--- config.mk ---
export PLATFORM = sky130hd
export DESIGN_NAME = accel_sample_assembler
export DESIGN_NICKNAME = d
export VERILOG_FILES = /design/src/rtl/accel_sample_assembler.sv
export SDC_FILE = /design/constraint.sdc
export NUM_CORES = 1
export LEC_CHECK = 0
export CORE_ASPECT_RATIO = 0.9
export CORE_MARGIN = 4
export CORE_UTILIZATION = 60
export CTS_BUF_LIST = sky130_fd_sc_hd__clkbuf_8
export CTS_CLUSTER_DIAMETER = 150
export DETAILED_ROUTE_END_ITERATION = 16
export MAX_ROUTING_LAYER = met4
export PLACE_DENSITY = 0.82
export SETUP_SLACK_MARGIN = 0.02
export SLEW_MARGIN = 20
export SYNTH_ARGS = -nofsm -noshare
export SYNTH_HDL_FRONTEND = slang
export SYNTH_SLANG_ARGS = --single-unit
--- constraint.sdc ---
create_clock -name CLOCK_50 -period 2.8 [get_ports CLOCK_50]
set_clock_uncertainty 0.15 [all_clocks]
set_input_delay 0.28 -clock CLOCK_50 [delete_from_list [all_inputs] [get_ports CLOCK_50]]
set_output_delay 0.28 -clock CLOCK_50 [all_outputs]
set_load 0.02 [all_outputs]
--- src/rtl/accel_sample_assembler.sv ---
// accel_sample_assembler
//
// Rebuilds 16-bit X/Y/Z samples from the 6-byte ADXL345 burst read
// (DATAX0..DATAZ1). It then averages 2^AVG_SHIFT consecutive frames and
// presents the result together with a tilt bargraph derived from X.
//
// Ports
//   CLOCK_50     in   system clock; all state changes on the rising edge
//   reset_n      in   asynchronous active-low reset
//   RX_DATA      in   [7:0] byte delivered by the I2C master
//   RX_VALID     in   one-cycle strobe qualifying RX_DATA
//   FRAME_START  in   marks the first byte of a burst (only meaningful with RX_VALID)
//   X_OUT        out  [15:0] averaged signed X sample
//   Y_OUT        out  [15:0] averaged signed Y sample
//   Z_OUT        out  [15:0] averaged signed Z sample
//   SAMPLE_VALID out  one-cycle pulse when X/Y/Z_OUT take a new value
//   FRAME_ERR    out  one-cycle pulse on a malformed frame
//   LED          out  [7:0] one-hot tilt bargraph from X_OUT
//
// Outputs are registered, so SAMPLE_VALID, X/Y/Z_OUT and LED all change on
// the edge that leaves OUTPUT. That edge is two edges after the last byte
// of the window was captured.
module accel_sample_assembler #(
    parameter int AVG_SHIFT = 2
) (
    input  logic        CLOCK_50,
    input  logic        reset_n,
    input  logic [7:0]  RX_DATA,
    input  logic        RX_VALID,
    input  logic        FRAME_START,
    output logic [15:0] X_OUT,
    output logic [15:0] Y_OUT,
    output logic [15:0] Z_OUT,
    output logic        SAMPLE_VALID,
    output logic        FRAME_ERR,
    output logic [7:0]  LED
);

    localparam int ACC_W = 16 + AVG_SHIFT;

    typedef enum logic [1:0] {
        IDLE    = 2'd0,
        COLLECT = 2'd1,
        ACCUM   = 2'd2,
        OUTPUT  = 2'd3
    } state_t;

    state_t               state_reg, state_next;
    logic [2:0]           byte_cnt_reg, byte_cnt_next;
    logic [AVG_SHIFT-1:0] frame_cnt_reg, frame_cnt_next;

    // Control strobes from the FSM into the datapath
    logic       wr_en;
    logic [2:0] wr_idx;
    logic       do_accum;
    logic       do_output;
    logic       frame_err_next;

    logic       sample_valid_reg;
    logic       frame_err_reg;
    logic [7:0] led_reg, led_next;

    logic [7:0]  frame_byte [6];
    logic [15:0] axis_avg   [3];
    logic [15:0] axis_out   [3];

    // ------------------------------------------------------------------
    // FSM: state register
    // ------------------------------------------------------------------
    always_ff @(posedge CLOCK_50 or negedge reset_n) begin
        if (!reset_n) begin
            state_reg     <= IDLE;
            byte_cnt_reg  <= '0;
            frame_cnt_reg <= '0;
        end else begin
            state_reg     <= state_next;
            byte_cnt_reg  <= byte_cnt_next;
            frame_cnt_reg <= frame_cnt_next;
        end
    end

    // ------------------------------------------------------------------
    // FSM: next state and datapath strobes
    // ------------------------------------------------------------------
    always_comb begin
        state_next     = state_reg;
        byte_cnt_next  = byte_cnt_reg;
        frame_cnt_next = frame_cnt_reg;
        wr_en          = 1'b0;
        wr_idx         = 3'd0;
        do_accum       = 1'b0;
        do_output      = 1'b0;
        frame_err_next = 1'b0;

        case (state_reg)
            IDLE: begin
                // Unframed bytes are silently dropped here
                if (RX_VALID && FRAME_START) begin
                    wr_en         = 1'b1;
                    wr_idx        = 3'd0;
                    byte_cnt_next = 3'd1;
                    state_next    = COLLECT;
                end
            end

            COLLECT: begin
                if (RX_VALID) begin
                    wr_en = 1'b1;
                    if (FRAME_START) begin
                        // A new burst began before the old one finished:
                        // abandon the partial frame and restart on this byte.
                        frame_err_next = 1'b1;
                        wr_idx         = 3'd0;
                        byte_cnt_next  = 3'd1;
                    end else begin
                        wr_idx = byte_cnt_reg;
                        if (byte_cnt_reg == 3'd5) begin
                            byte_cnt_next = 3'd0;
                            state_next    = ACCUM;
                        end else begin
                            byte_cnt_next = byte_cnt_reg + 3'd1;
                        end
                    end
                end
            end

            ACCUM: begin
                do_accum       = 1'b1;
                frame_cnt_next = frame_cnt_reg + AVG_SHIFT'(1);
                // Counter about to wrap means this was the window's last frame
                if (frame_cnt_reg == {AVG_SHIFT{1'b1}}) begin
                    state_next = OUTPUT;
                end else begin
                    state_next = IDLE;
                end
                if (RX_VALID && FRAME_START) begin
                    frame_err_next = 1'b1;
                end
            end

            OUTPUT: begin
                do_output  = 1'b1;
                state_next = IDLE;
                if (RX_VALID && FRAME_START) begin
                    frame_err_next = 1'b1;
                end
            end

            default: begin
                state_next = IDLE;
            end
        endcase
    end

    // ------------------------------------------------------------------
    // Frame byte store: byte gi lands in its own register
    // ------------------------------------------------------------------
    genvar gi;
    generate
        for (gi = 0; gi < 6; gi++) begin : g_byte
            logic [7:0] data_reg;

            always_ff @(posedge CLOCK_50 or negedge reset_n) begin
                if (!reset_n) begin
                    data_reg <= '0;
                end else if (wr_en && (wr_idx == 3'(gi))) begin
                    data_reg <= RX_DATA;
                end
            end

            assign frame_byte[gi] = data_reg;
        end
    endgenerate

    // ------------------------------------------------------------------
    // Per-axis accumulate and average. Sample gi is {byte 2gi+1, byte 2gi}.
    // The accumulator is AVG_SHIFT bits wider than a sample, so summing
    // 2^AVG_SHIFT samples cannot overflow. The arithmetic shift floors
    // toward minus infinity.
    // ------------------------------------------------------------------
    generate
        for (gi = 0; gi < 3; gi++) begin : g_axis
            logic [15:0]             sample;
            logic signed [ACC_W-1:0] acc_reg;
            logic [15:0]             out_reg;

            assign sample       = {frame_byte[2*gi+1], frame_byte[2*gi]};
            assign axis_avg[gi] = 16'(acc_reg >>> AVG_SHIFT);
            assign axis_out[gi] = out_reg;

            always_ff @(posedge CLOCK_50 or negedge reset_n) begin
                if (!reset_n) begin
                    acc_reg <= '0;
                    out_reg <= '0;
                end else if (do_accum) begin
                    acc_reg <= acc_reg + ACC_W'($signed(sample));
                end else if (do_output) begin
                    out_reg <= axis_avg[gi];
                    acc_reg <= '0;
                end
            end
        end
    endgenerate

    // ------------------------------------------------------------------
    // Bargraph: {~sign, next two bits} is X in offset binary, top 3 bits.
    // It is decoded from the value X_OUT is about to take, so LED moves
    // on the same edge as X_OUT.
    // ------------------------------------------------------------------
    always_comb begin
        led_next = led_reg;
        if (do_output) begin
            led_next = 8'd1 << {~axis_avg[0][15], axis_avg[0][14:13]};
        end
    end

    always_ff @(posedge CLOCK_50 or negedge reset_n) begin
        if (!reset_n) begin
            sample_valid_reg <= 1'b0;
            frame_err_reg    <= 1'b0;
            led_reg          <= 8'h10;
        end else begin
            sample_valid_reg <= do_output;
            frame_err_reg    <= frame_err_next;
            led_reg          <= led_next;
        end
    end

    assign X_OUT        = axis_out[0];
    assign Y_OUT        = axis_out[1];
    assign Z_OUT        = axis_out[2];
    assign SAMPLE_VALID = sample_valid_reg;
    assign FRAME_ERR    = frame_err_reg;
    assign LED          = led_reg;

endmodule

Word-level counts from Yosys, hierarchy flattened
Index checks and enable logic that the tools add are counted.

Add/sub/neg operators: 5. Equal/unequal tests: 14. Shift operators: 1. Muxes and demuxes: 26. Reduce and logical (&&, ||, !) cells: 15. Bitwise logic cells: 2.

Operators by type and width (number): $mux W18 (4); $add A18 B16 Y18 (3); $mux W3 (7); $mux W2 (5); $eq A3 B3 Y1 const B (3); $ne A2 B2 Y1 const B (4); $pmux W2 S4 (1); $shl A1 B3 Y8 const A (1); $logic_and A1 B1 Y1 (7); $eq A2 B2 Y1 const B (3); $eq A3 B2 Y1 const B (2); $mux W1 (6); $pmux W3 S2 (1); $pmux W1 S2 (2); $reduce_and A4 Y1 (1); $reduce_bool A2 Y1 (2); $add A3 B1 Y3 const B (1); $eq A3 B1 Y1 const B (1); $logic_not A3 Y1 (1); $reduce_and A3 Y1 (1); $add A2 B1 Y2 const B (1); $eq A2 B1 Y1 const B (1); $logic_not A2 Y1 (1); $not A1 Y1 (2); other kinds (2) (2).

Input bits: 12. Logic and storage cells: 81. Output and inout port bits: 58. Register bits: 167.

Depth between registers and ports, before layout
Word-level depth: 5. Mapped depth: 10. Gate-level depth less buffers: 10.

Worst setup path after synthesis
Ideal clock, no wire load.

Path kind: register -> register. From: register g_byte[2].data_reg[1]. To: register g_axis[1].acc_reg[17]. Arrival: 2.312 ns. Path slack: 0.252 ns. Buffers on the path: 0. Setup time: 0.086 ns. Data required time: 2.564 ns. Clock period less this slack: 2.548 ns. Stages on the path, launching flop included: 9. Cell sequence: dfrtp_1 ha_1 a211oi_2 o21bai_1 o41a_2 a31o_1 mux2_4 mux2_4 o221ai_2.

Cells in the longest elaborated chain, start to end: 2.

Ends and longest elaborated chain: start, declared (line 161) `logic [7:0] data_reg;`; start signal, assigned (line 165) `data_reg <= '0;`; start signal, assigned (line 167) `data_reg <= RX_DATA;`; $add A18 B16 Y18 (line 196) `acc_reg <= acc_reg + ACC_W'($signed(sample));`; $mux W18 (line 195) `end else if (do_accum) begin`; end signal, assigned (line 196); end, declared (line 184) `logic signed [ACC_W-1:0] acc_reg;`.

No other way between the ends. A chain may end at the register's enable or synchronous reset.

Final worst setup path
Same ends and word-level chain as after synthesis.

==> results by group <==
Logic synthesis
  – Yosys reg bits: 167
  – Ys Warns: 0
  – Post-synth EDFFs: 0
  – Post-Syn Area: 8760 um^2
  – Post-synthesis sequential area ratio: 0.477
  – Synth Instances: 785
  – Asr flop ratio synth: 1.00
  – Ys flop type: dfrtp_1
  – Syn Nets: 852
  – Mean post-synth cell area: 11.2 um^2
  – Post-synth cell types: 71

Cells and area
  – Sequential Area: 4180 um^2
  – Commonest cells after routing, fill and taps aside: dfrtp_1, mux2_2, clkdlybuf4s50_1
  – Inserted Diodes: 0
  – Post-route cell area: 10100 um^2
  – Max reg flops: 54
  – P&R area growth vs syn: 15.8%
  – Layout cell share with drive strength beyond 1: 0.175
  – Fin nets: 932
  – Multi-input logic area: 4370 um^2
  – Fill cells: 1015
  – Most common cell after layout, fill and taps aside: dfrtp_1

GRT
  – Initial antenna violation count: 0
  – Vias in the first global route: 6738
  – Overall routing resource usage: 0.271
  – First-pass GRT wire length: 34200 um
  – Largest net degree at the start of global routing: 70
  – Grt total ovfl: 0

Flow run
  – Max-Cap Viols: 0

Power
  – Pwr Density: 689 nW/um^2
  – Clk pwr share: 0.226
  – Sequential Power Share: 0.450
  – Combinational fraction of design power: 0.324
  – Worst vdd ir: 0.499 mV
  – Switching Share: 0.343
  – Pint: 4.59 mW
  – Psw: 2.40 mW
  – Pwr Total: 6.99 mW
  – Pleak: 4.84 nW

Place
  – Dpl hpwl: 14600 um
  – DP Worst Slack: 96.7 ps
  – RePlAce Congestion: 0.921
  – Area post-placement: 9740 um^2
  – IO Port Bufs: 69

Timing
  – Slew Limit Headroom: 0.442
  – RSZ-0062 raised after global routing: no
  – Final Max Slew Viols: 0
  – Final setup viols: 0
  – Post-route setup TNS: 0 ps
  – Period utilization: 0.962
  – Worst-margin pin slew: 832 ps
  – Fmax: 0.371 GHz
  – Post-route setup slack: 106 ps
  – Final Hold Vio Count: 0
  – Fin crit period: 2690 ps

CTS
  – Clock sink count: 167
  – Num CTS Buffers: 17
  – Clk pin slew, worst setup/hold paths: 90 ps
  – Clock Tree Root: clkbuf_8
  – TritonCTS clock tree: built
  – Worst skew pair latency: 450 ps
  – H-Tree Level Count: 4
  – Clock Path Buffers: 2

Routing
  – Total Wirelength: 20900 um
  – WL/cell: 19.6 um
  – Vias: 6586
  – 1st-iter DRT viols: 333
  – DRC Markers: 0
  – Post-route ant nets: 0
  – Via density: 6.15
  – Drt pass-1 iters: 5

Critical path
  – Setup crit start kind: register
  – Crit path capture type: register
  – Crit path kind: reg2reg
  – Crit path required time: 3020 ps
  – Crit path max fanout: 3
  – Critical Path AT: 2910 ps

Min path
  – Hold Path Class: in2async

Die
  – Core Region: 14200 um^2
  – FP Rows: 41
  – Initial core utilization: 0.619
  – Full die area: 16600 um^2
  – Top-Level Pins: 70
  – Die Y: 123 um
  – Die Width: 135 um

Outcome
  – Status: finished clean
critical path, cell delays in order (launching register included):
cell and delay (ps):
dfrtp_1 410, ha_1 320, a211oi_2 220, o21bai_1 130, o41a_2 440, a31o_1 270
mux2_4 310, mux2_4 300, o221ai_2 50
cell families (layout without fill, tap and decap cells):
| family | after synthesis | count (layout) | synth area share |
|---|---|---|---|
| xor+xnor | 34 | 34 | 0.0340 |
| fa+ha+maj | 55 | 55 | 0.0812 |
| buf+inv | 62 | 155 | 0.0269 |
| compound gates | 206 | 206 | 0.167 |
| flops | 167 | 167 | 0.477 |
| simple gates | 167 | 167 | 0.0926 |
| mux | 94 | 94 | 0.121 |
through the flow:
step / utilization / cells / hold WS (ps)
2_1_floorplan: - / 785 / -166
3_3_place_gp: 0.688 / 1035 / 156
3_5_place_dp: 0.688 / 1035 / 161
4_1_cts: 0.714 / 1068 / 248
5_1_grt: 0.716 / 1071 / 288
6_report: 0.716 / 1071 / 247
path summary, 6_finish.rpt:
path                                                   startpoint                                 to  slack [ps]  cells past startpoint
worst min-delay path                                      reset_n               Z_OUT[1]$_DFFE_PN0P_         250                      2
max in group asynchronous                                 reset_n  g_axis[0].acc_reg[11]$_DFFE_PN0N_        1560                      3
min in group CLOCK_50                        X_OUT[0]$_DFFE_PN0P_               X_OUT[0]$_DFFE_PN0P_         330                      2
worst min register to register               X_OUT[0]$_DFFE_PN0P_               X_OUT[0]$_DFFE_PN0P_         330                      2
worst max register to register  g_byte[2].data_reg[1]$_DFFE_PN0P_  g_axis[1].acc_reg[17]$_DFFE_PN0N_         110                      8
worst max-delay path            g_byte[2].data_reg[1]$_DFFE_PN0P_  g_axis[1].acc_reg[17]$_DFFE_PN0N_         110                      8
power groups by stage:
stage / logic [mW] / registers, mW / clock network, mW
global route: 2.50 / 3.19 / 1.72
global placement: 2.11 / 3.16 / 0
detailed placement: 2.21 / 3.19 / 0
finish: 2.26 / 3.15 / 1.58
CTS: 2.24 / 3.14 / 1.61
floorplan: 1.68 / 3.09 / 0
per-layer routing:
metal / GRT usage / part of all wire
met3: 0.0557 / 0.058
met4: 0.0970 / 0.025
met5: - / 0
met1: 0.352 / 0.44
met2: 0.429 / 0.48
cells in the mapped netlist, types with 5 or more instances:
master    instances  area share
nand2_1          53       0.023
a211oi_1          7      0.0060
and3_1            5      0.0036
clkbuf_1         18      0.0077
o32ai_1           6      0.0060
a21oi_1          34       0.019
o31ai_1           6      0.0051
o21a_1            7      0.0060
buf_1             6      0.0026
o21ai_0          39       0.022
nor3_1           10      0.0057
xnor2_1          25       0.025
o21bai_1          5      0.0043
a21o_1           13       0.011
inv_1            34       0.015
mux2_2           88        0.11
ha_1             52       0.074
nand3_1          12      0.0069
nor2_1           42       0.018
nor2b_1          15       0.011
xor2_1            9      0.0090
or3_1             5      0.0036
dfrtp_1         166        0.47
a22o_1           35       0.035
o211ai_1          6      0.0051
layout make-up:
type,instances,area share
clock buffer,19,0.0258
clock inverter,13,0.00913
inverter,36,0.0133
multi-input combinational,556,0.430
sequential,167,0.412
tap,193,0.0238
timing repair buffer,87,0.0855
what timing repair did:
action,4_1_cts,5_1_grt
setup buffers,0,3
endpoints found under the hold margin,58,0
endpoints found under the setup margin,0,6
hold buffers,1,0
resized for setup,0,6
No activity file was read; power rests on OpenSTA's default activity.
